==> src/rtl/uart_tx_flow_pkg.sv <==
// Shared UART definitions: transmitter FSM states, frame width, baud divisor helper.
package uart_tx_flow_pkg;

    localparam int unsigned UART_DATA_BITS = 8;

    typedef enum logic [1:0] {
        IDLE,
        START,
        DATA,
        STOP
    } uart_tx_state_t;

    // Clock cycles per serial bit.
    function automatic int unsigned baud_div(input int unsigned clk_freq, input int unsigned baud);
        return clk_freq / baud;
    endfunction

endpackage

==> src/rtl/uart_sync_fifo.sv <==
// Single-clock FIFO with registered write and first-word-fall-through read.
// Ports:
//   sys_clk, rstn       clock, synchronous active-low reset
//   push, push_data     write request/data (ignored while full)
//   pop, pop_data       read request (ignored while empty), head entry
//   full, empty, count  occupancy status
module uart_sync_fifo #(
    parameter int unsigned WIDTH = 8,
    parameter int unsigned DEPTH = 8
) (
    input  logic                         sys_clk,
    input  logic                         rstn,
    input  logic                         push,
    input  logic [WIDTH-1:0]             push_data,
    input  logic                         pop,
    output logic [WIDTH-1:0]             pop_data,
    output logic                         full,
    output logic                         empty,
    output logic [$clog2(DEPTH+1)-1:0]   count
);

    localparam int unsigned PW = $clog2(DEPTH);
    localparam int unsigned CW = $clog2(DEPTH + 1);

    if ((DEPTH < 2) || ((DEPTH & (DEPTH - 1)) != 0)) begin : g_bad_depth
        $error("uart_sync_fifo: DEPTH must be a power of 2 and at least 2");
    end

    logic [WIDTH-1:0] mem [DEPTH];
    logic [PW-1:0]    wptr;
    logic [PW-1:0]    rptr;
    logic             do_push;
    logic             do_pop;

    assign full     = (count == CW'(DEPTH));
    assign empty    = (count == '0);
    assign do_push  = push && !full;
    assign do_pop   = pop && !empty;
    assign pop_data = mem[rptr];

    // Storage array; pointers wrap naturally since DEPTH is a power of 2.
    always_ff @(posedge sys_clk) begin
        if (do_push) begin
            mem[wptr] <= push_data;
        end
    end

    // Pointers and occupancy; simultaneous push and pop leaves count unchanged.
    always_ff @(posedge sys_clk) begin
        if (!rstn) begin
            wptr  <= '0;
            rptr  <= '0;
            count <= '0;
        end else begin
            if (do_push) begin
                wptr <= wptr + PW'(1);
            end
            if (do_pop) begin
                rptr <= rptr + PW'(1);
            end
            case ({do_push, do_pop})
                2'b10:   count <= count + CW'(1);
                2'b01:   count <= count - CW'(1);
                default: count <= count;
            endcase
        end
    end

endmodule

==> src/rtl/uart_tx_flow.sv <==
// UART 8N1 transmitter with TX FIFO and rts flow control.
// Ports:
//   sys_clk, rstn        clock, synchronous active-low reset
//   wr_valid, wr_data    byte offered by the core
//   wr_ready             FIFO has room
//   rts                  asynchronous peer-ready input
//   txd                  serial line, idle high
//   busy                 frame in progress
//   fifo_count           bytes queued and not yet started
module uart_tx_flow
    import uart_tx_flow_pkg::*;
#(
    parameter int unsigned CLK_FREQ   = 100000000,
    parameter int unsigned BAUD       = 10000000,
    parameter int unsigned FIFO_DEPTH = 8
) (
    input  logic                              sys_clk,
    input  logic                              rstn,
    input  logic                              wr_valid,
    input  logic [7:0]                        wr_data,
    output logic                              wr_ready,
    input  logic                              rts,
    output logic                              txd,
    output logic                              busy,
    output logic [$clog2(FIFO_DEPTH+1)-1:0]   fifo_count
);

    localparam int unsigned BAUD_DIV  = baud_div(CLK_FREQ, BAUD);
    localparam int unsigned BW        = (BAUD_DIV > 1) ? $clog2(BAUD_DIV) : 1;
    localparam int unsigned IW        = $clog2(UART_DATA_BITS);
    localparam logic [BW-1:0] BCNT_LAST = BW'(BAUD_DIV - 1);
    localparam logic [IW-1:0] BIDX_LAST = IW'(UART_DATA_BITS - 1);

    if (BAUD_DIV < 2) begin : g_bad_div
        $error("uart_tx_flow: CLK_FREQ/BAUD must be at least 2");
    end

    uart_tx_state_t              state;
    logic [BW-1:0]               bcnt;
    logic [IW-1:0]               bidx;
    logic [UART_DATA_BITS-1:0]   sh;
    logic                        rts_meta;
    logic                        rts_s;
    logic [UART_DATA_BITS-1:0]   head;
    logic                        full;
    logic                        empty;
    logic                        bit_end_c;
    logic                        pop_c;

    assign wr_ready  = !full;
    assign bit_end_c = (bcnt == BCNT_LAST);
    // A frame may start from IDLE or straight out of the last STOP cycle.
    assign pop_c     = !empty && rts_s &&
                       ((state == IDLE) || ((state == STOP) && bit_end_c));

    uart_sync_fifo #(
        .WIDTH (UART_DATA_BITS),
        .DEPTH (FIFO_DEPTH)
    ) u_fifo (
        .sys_clk   (sys_clk),
        .rstn      (rstn),
        .push      (wr_valid),
        .push_data (wr_data),
        .pop       (pop_c),
        .pop_data  (head),
        .full      (full),
        .empty     (empty),
        .count     (fifo_count)
    );

    // Two-flop synchroniser for the asynchronous rts input.
    always_ff @(posedge sys_clk) begin
        if (!rstn) begin
            rts_meta <= 1'b0;
            rts_s    <= 1'b0;
        end else begin
            rts_meta <= rts;
            rts_s    <= rts_meta;
        end
    end

    // Frame sequencer; txd/busy are registered from the current state,
    // so the line lags the state by one cycle.
    always_ff @(posedge sys_clk) begin
        if (!rstn) begin
            state <= IDLE;
            bcnt  <= '0;
            bidx  <= '0;
            sh    <= '0;
            txd   <= 1'b1;
            busy  <= 1'b0;
        end else begin
            case (state)
                START:   txd <= 1'b0;
                DATA:    txd <= sh[0];
                default: txd <= 1'b1;
            endcase
            busy <= (state != IDLE);

            case (state)
                IDLE: begin
                    if (pop_c) begin
                        sh    <= head;
                        bcnt  <= '0;
                        state <= START;
                    end
                end
                START: begin
                    if (bit_end_c) begin
                        bcnt  <= '0;
                        bidx  <= '0;
                        state <= DATA;
                    end else begin
                        bcnt <= bcnt + BW'(1);
                    end
                end
                DATA: begin
                    if (bit_end_c) begin
                        bcnt <= '0;
                        sh   <= {1'b0, sh[UART_DATA_BITS-1:1]};
                        if (bidx == BIDX_LAST) begin
                            state <= STOP;
                        end else begin
                            bidx <= bidx + IW'(1);
                        end
                    end else begin
                        bcnt <= bcnt + BW'(1);
                    end
                end
                STOP: begin
                    if (bit_end_c) begin
                        bcnt <= '0;
                        if (pop_c) begin
                            sh    <= head;
                            state <= START;
                        end else begin
                            state <= IDLE;
                        end
                    end else begin
                        bcnt <= bcnt + BW'(1);
                    end
                end
                default: state <= IDLE;
            endcase
        end
    end

endmodule

==> config.mk <==
export PLATFORM = sky130hd
export DESIGN_NAME = uart_tx_flow
export DESIGN_NICKNAME = d
export VERILOG_FILES = /design/src/rtl/uart_tx_flow_pkg.sv /design/src/rtl/uart_sync_fifo.sv /design/src/rtl/uart_tx_flow.sv
export SDC_FILE = /design/constraint.sdc
export NUM_CORES = 1
export LEC_CHECK = 0
export BUFFER_PORTS_ARGS = -buffer_cell sky130_fd_sc_hd__buf_2
export CORE_MARGIN = 3
export CORE_UTILIZATION = 55
export DETAILED_ROUTE_END_ITERATION = 10
export GPL_ROUTABILITY_DRIVEN = 0
export PLACE_DENSITY = 0.8
export SLEW_MARGIN = 20
export SYNTH_ARGS = -nofsm -noshare
export SYNTH_HDL_FRONTEND = slang
export SYNTH_SLANG_ARGS = --single-unit
==> constraint.sdc <==
create_clock -name sys_clk -period 2.7 [get_ports sys_clk]
set_input_delay 0.27 -clock sys_clk [delete_from_list [all_inputs] [get_ports sys_clk]]
set_output_delay 0.27 -clock sys_clk [all_outputs]
set_load 0.05 [all_outputs]
**Word-level counts from Yosys, hierarchy flattened**

Memory sizes are Yosys's and may differ from the RTL's. A register that Yosys moved wholly into a read port is not among the register bits.
Cells that the tools add are included.

- Register bits after elaboration: 31
- Bits in writable memories: 64
- Logic and storage cells: 74
- Memories kept: 1

Memory list:

| name | words | bits a word | read ports | clocked after memory_dff | wr ports | line | RTL |
|---|---|---|---|---|---|---|---|
| u_fifo.mem | 8 | 8 | 1 | 1 | 1 | uart_sync_fifo.sv:29 | `logic [WIDTH-1:0] mem [DEPTH];` |

- Add/subtract/negate cells: 6
- Equality and inequality tests: 14
- Multiplexer cells: 24
- Reduce and logical (&&, ||, !) cells: 18

Operator list:

| cell | number |
|---|---|
| 2-to-1 mux 8 bit | 3 |
| case mux 8 bit (3 select lines) | 1 |
| case mux 4 bit (2 select lines) | 2 |
| 2-to-1 mux 3 bit | 5 |
| 2-to-1 mux 2 bit | 5 |
| != test 2 bit, second input constant | 5 |
| adder 3 x 1 -> 3 bit, second input constant | 3 |
| adder 4 x 1 -> 4 bit, second input constant | 2 |
| equality test 4 bit, second input constant | 2 |
| 2-to-1 mux 4 bit | 2 |
| case mux 2 bit (4 select lines) | 1 |
| equality test 2 bit, second input constant | 3 |
| case mux 3 bit (2 select lines) | 1 |
| nonzero test 2 bit | 3 |
| logical AND 1 bit | 5 |
| AND reduction 5 bit | 1 |
| equality test 2 x 1 -> 1 bit, second input constant | 2 |
| zero test 4 bit | 1 |
| AND reduction 4 bit | 1 |
| subtractor 4 x 1 -> 4 bit, second input constant | 1 |
| equality test 3 bit, second input constant | 1 |
| 2-to-1 mux 1 bit | 3 |
| AND reduction 3 bit | 1 |
| nonzero test 3 bit | 1 |
| 6 further kinds | 7 |

**Logic depth before layout (Yosys ltp)**

Gate-level depths: netlist of run 1.

- Depth in word-level cells: 7
- Mapped depth: 12
- Depth with buffers taken out: 12

**Modules after synthesis**

Synthesis of run 1 repeated with hierarchy kept, for this count alone.

- Cell total of the unflattened synthesis: 292
- Area, all modules: 4331.7 µm²

By module, submodules not included:

| module | times used | cells an instance | area an instance (µm²) | seq. area each (µm²) |
|---|---|---|---|---|
| uart_sync_fifo | 1 | 168 | 3136.8 | 2182.1 |
| uart_tx_flow | 1 | 124 | 1194.9 | 420.4 |

**Least setup slack after synthesis of run 1**

No wires, ideal clock.

- Kind: register -> register
- From: reg u_fifo.count[1]
- To: reg u_fifo.count[2]
- Setup time: 0.072 ns
- Data arrival time: 2.815 ns
- Data required time: 2.628 ns
- Setup slack: -0.187 ns
- Cell stages (with the launch flop): 12
- Path buffers: 2
- Clock period less this slack: 2.887 ns
- Cell sequence: dfxtp_1 buf_6 or4b_2 buf_2 nand2_4 ha_1 xor2_1 ha_1 a21oi_1 xor2_1 or3_1 a21oi_1

RTL lines:

| element | line | RTL |
|---|---|---|
| start, declared | uart_sync_fifo.sv:19 | `output logic [$clog2(DEPTH+1)-1:0] count` |
| start signal, assigned | uart_sync_fifo.sv:62 | `2'b10: count <= count + CW'(1);` |
| start signal, assigned | uart_sync_fifo.sv:63 | `2'b01: count <= count - CW'(1);` |
| start signal, assigned | uart_sync_fifo.sv:64 | `default: count <= count;` |
| equality test 4 bit * | uart_sync_fifo.sv:35 | `assign full = (count == CW'(DEPTH));` |
| zero test 1 bit * | -- |  |
| named net wr_ready | uart_tx_flow.sv:21 | `output logic wr_ready,` |
| logical AND 1 bit * | uart_sync_fifo.sv:37 | `assign do_push = push && !full;` |
| equality test 2 x 1 -> 1 bit / equality test 2 bit (equally long branches) | uart_sync_fifo.sv:61 | `case ({do_push, do_pop})` |
| case mux 4 bit (2 select lines) / nonzero test 2 bit (equally long branches) | -- |  |

Mark *: on every way through the listed nets, which the timed path passes. The rest lies on a longest branch.
A chain may end at the register's enable or synchronous reset.

**Worst setup path in the final report of run 1**

- From: reg bcnt[1]
- To: reg u_fifo.count[2]

- Longest elaborated chain between the ends: 7

Ends and longest elaborated chain:

| element | line | RTL |
|---|---|---|
| start, declared | uart_tx_flow.sv:39 | `logic [BW-1:0] bcnt;` |
| start signal, assigned | uart_tx_flow.sv:114 | `bcnt <= bcnt + BW'(1);` |
| start signal, assigned | uart_tx_flow.sv:127 | `bcnt <= bcnt + BW'(1);` |
| start signal, assigned | uart_tx_flow.sv:140 | `bcnt <= bcnt + BW'(1);` |
| equality test 4 bit * | uart_tx_flow.sv:51 | `assign bit_end_c = (bcnt == BCNT_LAST);` |
| logical AND 1 bit * | uart_tx_flow.sv:54 | `((state == IDLE) \|\| ((state == STOP) && bit_end_c));` |
| logical OR 1 bit * | uart_tx_flow.sv:54 |  |
| logical AND 1 bit * | uart_tx_flow.sv:53 | `assign pop_c = !empty && rts_s &&` |
| logical AND 1 bit * | uart_sync_fifo.sv:38 | `assign do_pop = pop && !empty;` |
| named net u_fifo.do_pop | uart_sync_fifo.sv:33 | `logic do_pop;` |
| equality test 2 x 1 -> 1 bit / equality test 2 bit (equally long branches) | uart_sync_fifo.sv:61 |  |
| case mux 4 bit (2 select lines) / nonzero test 2 bit (equally long branches) | -- |  |

Marked as above.

==> results by group, run 1 <==
Setup path
  – Critical path endpoint category: flop
  – WP data arrival: 2.76 ns
  – Startpoint types: flop
  – CP Class: flop to flop
  – Req. time, crit path: 2.99 ns
  – Worst R2R Setup Slack: 0.23 ns
  – Crit-path max FO: 5

Clock network
  – Clk pin slew, worst setup/hold paths: 0.10 ns
  – Post-cts resize count: 0
  – CTS Sinks: 98
  – TritonCTS Buffers: 9
  – CTS tree: built
  – CTS Hold Bufs: 0
  – Max H-tree Level: 3
  – Post-CTS Setup Inserts: 0
  – Clock latency on the worst-skew pair: ~0.37 ns
  – Root Buffer: clkbuf_8
  – Clock Path Buffers: 2

GRT
  – Global-route wire length before repair: 11900 um
  – Overflow after GRT: 0
  – Tot GR Track Use: 18.0%
  – Initial antenna violation count: 0
  – Largest net degree at the start of global routing: 27
  – Vias in the first global route: 2434

Finish
  – Nets@finish: 372
  – Ant. Diodes: 0
  – Most frequent cells in the layout: 64 x edfxtp_1, 30 x dfxtp_1, 29 x mux2i_1, 20 x nor2_1, 19 x a21oi_1
  – Synth-to-Final Area Change: 9.83%
  – Most common cell after layout, fill and taps aside: edfxtp_1
  – Share of cells above drive strength 1: 16.8%

Detailed routing
  – Vias: between 2000 and 3000
  – DRC Markers: 0
  – Met1 Routed Length: 3380 um
  – DR WL met2: approximately 3600 um
  – Drt pass-1 iters: 5
  – DRT Wirelength: 7370 um
  – Vias per cell: ~5.7
  – Routed Antenna Nets: 0
  – Met3 routed WL: 323 um
  – WL/cell: 16.4 um
  – Max Used Layer: met4
  – DRT iter0 DRCs: 144

Floorplan
  – Die width: 93.7 um
  – Area of the core: 0.00737 mm2
  – Initial Utilization: 57.4%
  – Die Ht: 93.7 um
  – Die area: 0.00878 mm2
  – Row cnt: 31
  – # IOs: 19

Placed design
  – Port buffer count: 18
  – DP HPWL: 4880 um

Synthesis
  – Syn Area/Cell: around 13 um2
  – Number of flops mapped to enable cells by yosys: 64
  – Main area contributors after synthesis: edfxtp_1 45%, dfxtp_1 16%, mux2i_1 6.9%, ha_1 4.1%, a21oi_1 2.2%
  – Sequential area share after synthesis: 61.6%
  – Syn_nets: 350
  – Dominant synthesized flop cell: edfxtp_1
  – Async set or reset register ratio after synthesis: 0%
  – Synth warn: 0
  – Post-synth top area cell: edfxtp_1
  – Synth unique cells: between 40 and 50
  – Synthesized instance count: 324
  – Top-area cell type share of the netlist area: between 40% and 50%
  – Mapped Area: 0.00423 mm2
  – FF+latch count, synth: 98

Power
  – Lkg Pwr: 1.60 nW
  – Design Power: 3.18 mW
  – Worst IR drop on VDD: 0.000480 V
  – Power density over cell area: between 600 and 700 mW/mm2

STA
  – Final hold vios: 0
  – Slew Limit Fails: 0
  – Final setup fails: 0
  – RSZ-0062 raised after global routing: false
  – Post-layout min period: 2.47 ns
  – Slew at the pin closest to its max-slew limit: about 0.75 ns
  – Setup TNS: 0 ns
  – Clk_skew: roughly 0.012 ns
  – Fmax: 0.405 GHz
  – Slew headroom: 50.1%
  – Period Utilization, post-route: 91.4%

Outcome
  – Status: complete, no violations

Job
  – MaxCap Viol Count: 0

Worst hold path
  – Hold WC Path Type: input port to flop
==> report_power, final <==
part | internal, mW | switching, mW | total (mW)
logic | 0.171 | 0.272 | 0.443
registers | 1.67 | 0.0666 | 1.74
clock network | 0.453 | 0.550 | 1.00
total | 2.29 | 0.888 | 3.18
==> worst max-delay path: stages, from the launching register on <==
cell     delay (ns)
dfxtp_1        0.39
inv_1          0.06
ha_1           0.18
and4b_2        0.23
o21ai_0        0.21
inv_1          0.10
ha_2           0.23
xor2_1         0.15
ha_1           0.18
a21oi_1        0.14
xor2_1         0.09
or3_1          0.31
a21oi_1        0.14
==> synthesized netlist by cell type (2+ instances only) <==
library cell and count:
inv_1 6, dfxtp_1 34, nand3b_1 3, o211ai_1 2, mux2i_1 29, a21oi_1 19, nand2_1 8, ha_1 14
buf_2 2, buf_4 2, nand3_1 8, xor2_1 7, o221a_1 6, nor3_1 7, nor3b_1 2, nor2b_1 9
a2111oi_0 6, a211oi_1 6, edfxtp_1 64, nor2_1 20, buf_6 4, nand2b_1 7, and2_1 4, o21ai_0 14
clkbuf_1 11, a31oi_1 2, a22o_1 6
==> metal layers <==
metal	global-route usage, %	up-vias
li1	-	1266
met5	0	-
met1	23.3	1240
met3	5.29	4
met4	5.42	0
met2	29.5	55
==> registers in the layout, summed over array words and instances (netlist names), named ones only <==
signal        count
u_fifo.count      4
u_fifo.wptr       3
sh                8
rts_s             1
busy              1
u_fifo.mem       64
bidx              3
bcnt              4
rts_meta          1
txd               1
u_fifo.rptr       3
state             2
==> path summary, 6_finish.rpt <==
kind           start         endpoint  depth (start not counted)
min reg2reg    sh[7]            sh[7]                          2
max reg2reg  bcnt[1]  u_fifo.count[2]                         12
max          bcnt[1]  u_fifo.count[2]                         12
min              rts         rts_meta                          2
==> through the flow <==
| stage | utilization (%) | cells | hold WS (ns) | instance area (um2) | worst slack, ns |
|---|---|---|---|---|---|
| floorplan | - | 324 | 0.369 | 4240 | 0.00560 |
| global placement | 60.1 | 434 | 0.444 | 4430 | 0.192 |
| detailed placement | 60.1 | 434 | 0.457 | 4430 | 0.156 |
| CTS | 63.0 | 450 | 0.103 | 4640 | 0.126 |
| global route | 63.0 | 450 | 0.107 | 4640 | 0.00511 |
| finish | 63.0 | 450 | 0.115 | 4640 | 0.233 |
==> kinds of logic after synthesis <==
logic type	Yosys count	synth area share [%]
DFF	98	61.6
and+or+nand+nor	77	9.97
AOI/OAI and AO/OA	71	12.0
muxes	31	7.66
buffers and inverters	26	3.26
adders and majority gates	14	4.14
xor gates and xnor gates	7	1.45
==> layout make-up <==
type,instances,area (um2)
clock buffers,9,124
clock inverters,7,87.6
fillers,554,2730
inverters,7,26.3
multi-input cells,200,1490
flip-flops and latches,98,2610
well taps,99,124
repair buffers,30,180
Note: power is estimated with default switching activity, not from simulation.
==> run 2, diff against run 1 <==
--- a/config.mk
+++ b/config.mk
@@ -6,7 +6,7 @@
 export NUM_CORES = 1
 export LEC_CHECK = 0
 export BUFFER_PORTS_ARGS = -buffer_cell sky130_fd_sc_hd__buf_2
-export CORE_MARGIN = 3
+export CORE_MARGIN = 4
 export CORE_UTILIZATION = 55
 export DETAILED_ROUTE_END_ITERATION = 10
 export GPL_ROUTABILITY_DRIVEN = 0
==> run 2 against run 1 <==
  * Critical path depth stayed put
  * Die area is 4.3% higher
  * Count of clock-buffer cells in the layout stayed put
  * Register-to-register slack worse by 0.03 ns
  * Critical path type unchanged
  * Sequential share of layout area is 0.23 points higher
  * Final area decreased by 0.40%
  * Largest cell class unchanged
  * Highest routed layer unchanged
==> results by group, run 2 (synthesized netlist as in run 1, its figures left out) <==
Outcome
  – Status: complete, no violations

Power
  – Worst IR drop on VDD: 0.000432 V (-10%)
  – Power density over cell area: 676 mW/mm2 (-1.4%)
  – Lkg Pwr: 1.59 nW (-0.70%)

Detailed routing
  – Vias: 2525 (-1.6%)
  – Vias per cell: 5.62 (-1.3%)
  – Routed Antenna Nets: 0 (unchanged)
  – Drt pass-1 iters: 4 (-1)
  – DRT iter0 DRCs: 159 (+10%)
  – WL/cell: 16.6 um (+1.1%)
  – DRT Wirelength: 7440 um (+0.90%)
  – DRC Markers: 0 (unchanged)

STA
  – Slew Limit Fails: 0 (unchanged)
  – RSZ-0062 raised after global routing: false
  – Final hold vios: 0 (unchanged)
  – Fmax: 0.401 GHz (-1.1%)
  – Worst hold margin: 0.107 ns (-0.00787 ns)
  – Slew at the pin closest to its max-slew limit: 0.727 ns (-0.0204 ns)
  – Clk_skew: 0.00973 ns (-0.00229 ns)
  – Period Utilization, post-route: 92.4% (+1.0 points)
  – Setup TNS: 0 ns (unchanged)
  – Final setup fails: 0 (unchanged)
  – Slew headroom: 51.5% (+1.4 points)
  – Post-layout min period: 2.49 ns (+0.0275 ns)

Setup path
  – Req. time, crit path: 3.00 ns (about the same)
  – WP data arrival: 2.80 ns (+0.04 ns)
  – Worst R2R Setup Slack: 0.21 ns (-0.03 ns)
  – Startpoint types: flop
  – Crit-path max FO: 5 (unchanged)
  – Critical path endpoint category: flop
  – CP Class: flop to flop

Clock network
  – Max H-tree Level: 3 (unchanged)
  – Clock Path Buffers: 2 (unchanged)
  – Post-CTS Setup Inserts: 0 (unchanged)
  – Clk pin slew, worst setup/hold paths: 0.11 ns (about the same)
  – CTS tree: built
  – Clock latency on the worst-skew pair: 0.38 ns (about the same)
  – Root Buffer: clkbuf_8
  – CTS Sinks: 98 (unchanged)
  – TritonCTS Buffers: 9 (unchanged)

Floorplan
  – Area of the core: 0.00737 mm2 (unchanged)
  – # IOs: 19 (unchanged)
  – Die width: 95.7 um (+2.1%)
  – Die Ht: 95.7 um (+2.1%)
  – Die area: 0.00915 mm2 (+4.3%)
  – Row cnt: 31 (unchanged)
  – Initial Utilization: 57.4% (unchanged)

Finish
  – Area of the multi-input gates: 0.00149 mm2 (unchanged)
  – Share of cells above drive strength 1: 16.6% (-0.24 points)
  – Max reg flops: 64 (unchanged)
  – Ant. Diodes: 0 (unchanged)
  – Most frequent cells in the layout: 64 x edfxtp_1, 30 x dfxtp_1, 29 x mux2i_1, 20 x nor2_1, 19 x a21oi_1
  – Nets@finish: 371 (-0.27%)
  – Most common cell after layout, fill and taps aside: edfxtp_1
  – Synth-to-Final Area Change: 9.38%
  – Fillers: 556 (+0.36%)
  – Finished Cell Area: 0.00462 mm2 (-0.40%)
  – Top reg by flops: u_fifo.mem
  – Register area: 0.00261 mm2 (unchanged)
  – Post-layout util: 62.8% (-0.25 points)
  – Biggest regs: u_fifo.mem (64), sh (8)

Worst hold path
  – Hold WC Path Type: input port to flop

GRT
  – Tot GR Track Use: 18.2% (+0.22 points)
  – Largest net degree at the start of global routing: 27 (unchanged)
  – Overflow after GRT: 0 (unchanged)
  – Vias in the first global route: 2424 (-0.41%)
  – Global-route wire length before repair: 12300 um (+3.2%)
  – Initial antenna violation count: 0 (unchanged)

Placed design
  – Dpl cell area: 0.00442 mm2 (-0.17%)
  – DP HPWL: 4930 um (+1.1%)
  – Port buffer count: 18 (unchanged)

Job
  – MaxCap Viol Count: 0 (unchanged)
-- run 2: cell types whose count changed in the layout (fill, tap and decap cells not counted) --
cell | before | now
clkinv_8 | 0 | 1
inv_6 | 3 | 2
bufinv_16 | 1 | 0
buf_4 | 12 | 11
inv_8 | 2 | 3
-- run 2: report_power, final --
part	internal, mW	total (mW)	switching (mW)
Sequential	1.67	1.74	0.0664
Clock	0.370	0.944	0.573
Combinational	0.171	0.446	0.275
-- run 2: through the flow --
step	power, mW	instances	worst slack [ns]
finish	3.13	449	0.205
global route	3.28	449	0.00245
CTS	3.15	449	0.114
detailed placement	2.21	433	0.150
global placement	2.19	433	0.195
floorplan	2.10	324	0.00560
-- run 2: area by class of cell --
type / instances / area share [%]
inverter: 7 / 0.568
tap: 99 / 2.68
timing repair buffer: 29 / 3.73
multi-input combinational: 200 / 32.3
clock buffer: 9 / 2.68
sequential: 98 / 56.4
clock inverter: 7 / 1.65
-- run 2: per-layer routing --
metal  global-route usage (%)  vias to the layer above  routed length, um
li1                         -                     1264                  -
met1                     25.1                     1210               3490
met2                     28.1                       42               3540
met3                     3.79                        9                279
met4                     7.58                        0                129
met5                        0                        -                  0
-- run 2: worst paths after layout --
| kind | cells after the start | from | endpoint |
|---|---|---|---|
| worst max-delay path | 12 | bcnt[1] | u_fifo.count[2] |
| worst min-delay path | 2 | rts | rts_meta |
| worst max register to register | 12 | bcnt[1] | u_fifo.count[2] |
| worst min register to register | 2 | sh[7] | sh[7] |
-- run 2: repair_timing --
action                     in CTS  in global routing
gates resized for setup         0                  1
hold buffers                    0                  0
setup endpoints to repair       0                  1
-- run 2: critical path, cell delays in order, from the launching register on --
cell     delay (ns)
dfxtp_1        0.40
inv_1          0.06
ha_1           0.18
and4b_2        0.23
o21ai_0        0.21
inv_1          0.10
ha_2           0.23
xor2_1         0.15
ha_1           0.18
a21oi_1        0.15
xor2_1         0.09
or3_1          0.30
a21oi_1        0.14
==> run 3, diff against run 2 <==
--- a/config.mk
+++ b/config.mk
@@ -11,6 +11,7 @@
 export DETAILED_ROUTE_END_ITERATION = 10
 export GPL_ROUTABILITY_DRIVEN = 0
 export PLACE_DENSITY = 0.8
+export REMOVE_ABC_BUFFERS = 1
 export SLEW_MARGIN = 20
 export SYNTH_ARGS = -nofsm -noshare
 export SYNTH_HDL_FRONTEND = slang
==> run 3 against run 2 <==
  * Highest routed layer unchanged
  * Sequential cell count unchanged
  * Clock skew rose by 0.0050 ns
  * Final area is 0.22% higher
  * Critical path depth fell by 3
  * Combinational power barely moved
  * Fmax is 0.67% lower
==> results by group, run 3 (synthesized netlist as in run 1, its figures left out) <==
Detailed routing
  – Vias: 2590 (+2.6%)
  – Drt pass-1 iters: 4 (unchanged)
  – DRT iter0 DRCs: 164 (+3.1%)
  – DRT Wirelength: 7580 um (+1.9%)
  – DRC Markers: 0 (unchanged)
  – WL/cell: 16.8 um (+1.7%)
  – Vias per cell: 5.76 (+2.3%)
  – Routed Antenna Nets: 0 (unchanged)

Setup path
  – Critical path endpoint category: flop
  – WP data arrival: 2.81 ns (about the same)
  – Req. time, crit path: 2.99 ns (about the same)
  – Crit-path max FO: 10 (+5)
  – CP Class: flop to flop
  – Startpoint types: flop

Power
  – Design Power: 3.16 mW (+1.1%)
  – Lkg Pwr: 1.59 nW (+0.42%)
  – Sequential share of power: 54.9% (-0.6 points)
  – Sw Share: 27.7% (-1.6 points)
  – Net switching power figure: 0.874 mW (-4.5%)
  – Power density over cell area: 682 mW/mm2 (+0.85%)
  – Clk pwr share: 31.0% (+0.8 points)
  – Internal power: 2.29 mW (+3.4%)
  – Comb pwr share: 14.1% (-0.2 points)
  – Worst IR drop on VDD: 0.000493 V (+14%)

Floorplan
  – Area of the core: 0.00737 mm2 (unchanged)
  – Die area: 0.00915 mm2 (unchanged)
  – Die width: 95.7 um (unchanged)
  – Initial Utilization: 57.4% (unchanged)
  – Die Ht: 95.7 um (unchanged)
  – Row cnt: 31 (unchanged)
  – # IOs: 19 (unchanged)

GRT
  – Vias in the first global route: 2462 (+1.6%)
  – GR Layer Usage met3: 3.16% (-0.63 points)
  – GRT met2 Usage: 29.2% (+1.0 points)
  – Overflow after GRT: 0 (unchanged)
  – Global-route wire length before repair: 12300 um (about the same)
  – Tot GR Track Use: 18.1% (-0.11 points)
  – Largest net degree at the start of global routing: 26 (-3.7%)
  – GR peak layer: met2
  – Met1 usage: 24.4% (-0.70 points)
  – Initial antenna violation count: 0 (unchanged)

STA
  – Final hold vios: 0 (unchanged)
  – Final WS setup: 0.189 ns (-0.0167 ns)
  – Fmax: 0.398 GHz (-0.67%)
  – RSZ-0062 raised after global routing: false
  – Final setup fails: 0 (unchanged)
  – Slew at the pin closest to its max-slew limit: 0.773 ns (+0.0453 ns)
  – Period Utilization, post-route: 93.0% (+0.62 points)
  – Slew headroom: 47.2% (-4.4 points)
  – Worst hold margin: 0.0986 ns (-0.00886 ns)
  – Slew Limit Fails: 0 (unchanged)
  – Clk_skew: 0.0147 ns (+0.00501 ns)
  – Post-layout min period: 2.51 ns (+0.0167 ns)

Finish
  – Top reg by flops: u_fifo.mem
  – Most common cell after layout, fill and taps aside: edfxtp_1
  – Max reg flops: 64 (unchanged)
  – Most frequent cells in the layout: 64 x edfxtp_1, 32 x dfxtp_1, 29 x mux2i_1, 20 x nor2_1, 19 x a21oi_1
  – Synth-to-Final Area Change: 9.62%
  – Ant. Diodes: 0 (unchanged)
  – Biggest regs: u_fifo.mem (64), sh (8)
  – Nets@finish: 372 (+0.27%)
  – Share of cells above drive strength 1: 16.0% (-0.62 points)
  – Fillers: 549 (-1.3%)

Clock network
  – Max H-tree Level: 3 (unchanged)
  – Post-CTS Setup Inserts: 0 (unchanged)
  – Clk pin slew, worst setup/hold paths: 0.11 ns (about the same)
  – CTS Hold Bufs: 0 (unchanged)
  – Root Buffer: clkbuf_8
  – CTS tree: built
  – Clock Path Buffers: 2 (unchanged)
  – Clock latency on the worst-skew pair: 0.37 ns (about the same)
  – CTS Sinks: 98 (unchanged)
  – TritonCTS Buffers: 9 (unchanged)

Placed design
  – DP HPWL: 5000 um (+1.4%)
  – Port buffer count: 18 (unchanged)
  – Dpl ws: 0.0139 ns (-0.137 ns)

Outcome
  – Status: complete, no violations

Worst hold path
  – Hold WC Path Type: input port to flop

Job
  – MaxCap Viol Count: 0 (unchanged)
## run 3: path summary, 6_finish.rpt
path | start | endpoint | slack (ns) | cells after the start
worst max-delay path | u_fifo.count[1] | u_fifo.count[2] | 0.19 | 9
worst min-delay path | rts | rts_meta | 0.1 | 2
worst max register to register | u_fifo.count[1] | u_fifo.count[2] | 0.19 | 9
worst min register to register | rts_meta | rts_s | 0.45 | 1
## run 3: per-stage QoR
step	std cells	setup TNS, ns	util (%)	cell area, um2
2_1_floorplan	305	-0.291	-	4120
3_3_place_gp	434	0	60.0	4420
3_5_place_dp	434	0	60.0	4420
4_1_cts	450	0	62.9	4630
5_1_grt	450	0	62.9	4630
6_report	450	0	62.9	4630
## run 3: metal layers
metal  wire length, um  vias to the layer above
met5                 0                        -
met3               326                        9
li1                  -                     1268
met1              3470                     1246
met4               123                        0
met2              3660                       67
## run 3: area by class of cell
type	count	area, um2	share of cell area (%)
Clock buffer	9	124	2.67
Clock inverter	7	83.8	1.81
Inverter	7	26.3	0.567
Multi-Input combinational cell	200	1490	32.2
Sequential cell	98	2610	56.2
Tap cell	99	124	2.67
Timing Repair Buffer	30	180	3.89
## run 3: power by group through the flow
stage               clock (mW)  sequential (mW)  combinational (mW)
finish                   0.980             1.73               0.446
CTS                      0.997             1.73               0.446
global placement             0             1.76               0.434
global route              1.07             1.74               0.496
floorplan                    0             1.82               0.258
detailed placement           0             1.77               0.444
## run 3: worst max-delay path: stages (launching register included)
cell     delay [ns]
dfxtp_1        0.42
or4b_4         0.61
nand2_4        0.14
ha_1           0.27
xor2_1         0.18
ha_1           0.17
a21oi_1        0.05
xor2_1         0.16
or3_1          0.30
a21oi_1        0.14
## run 3: repair_timing
item	CTS	global route
pin swaps	0	1
setup endpoints to repair	1	1
gates resized for setup	1	2
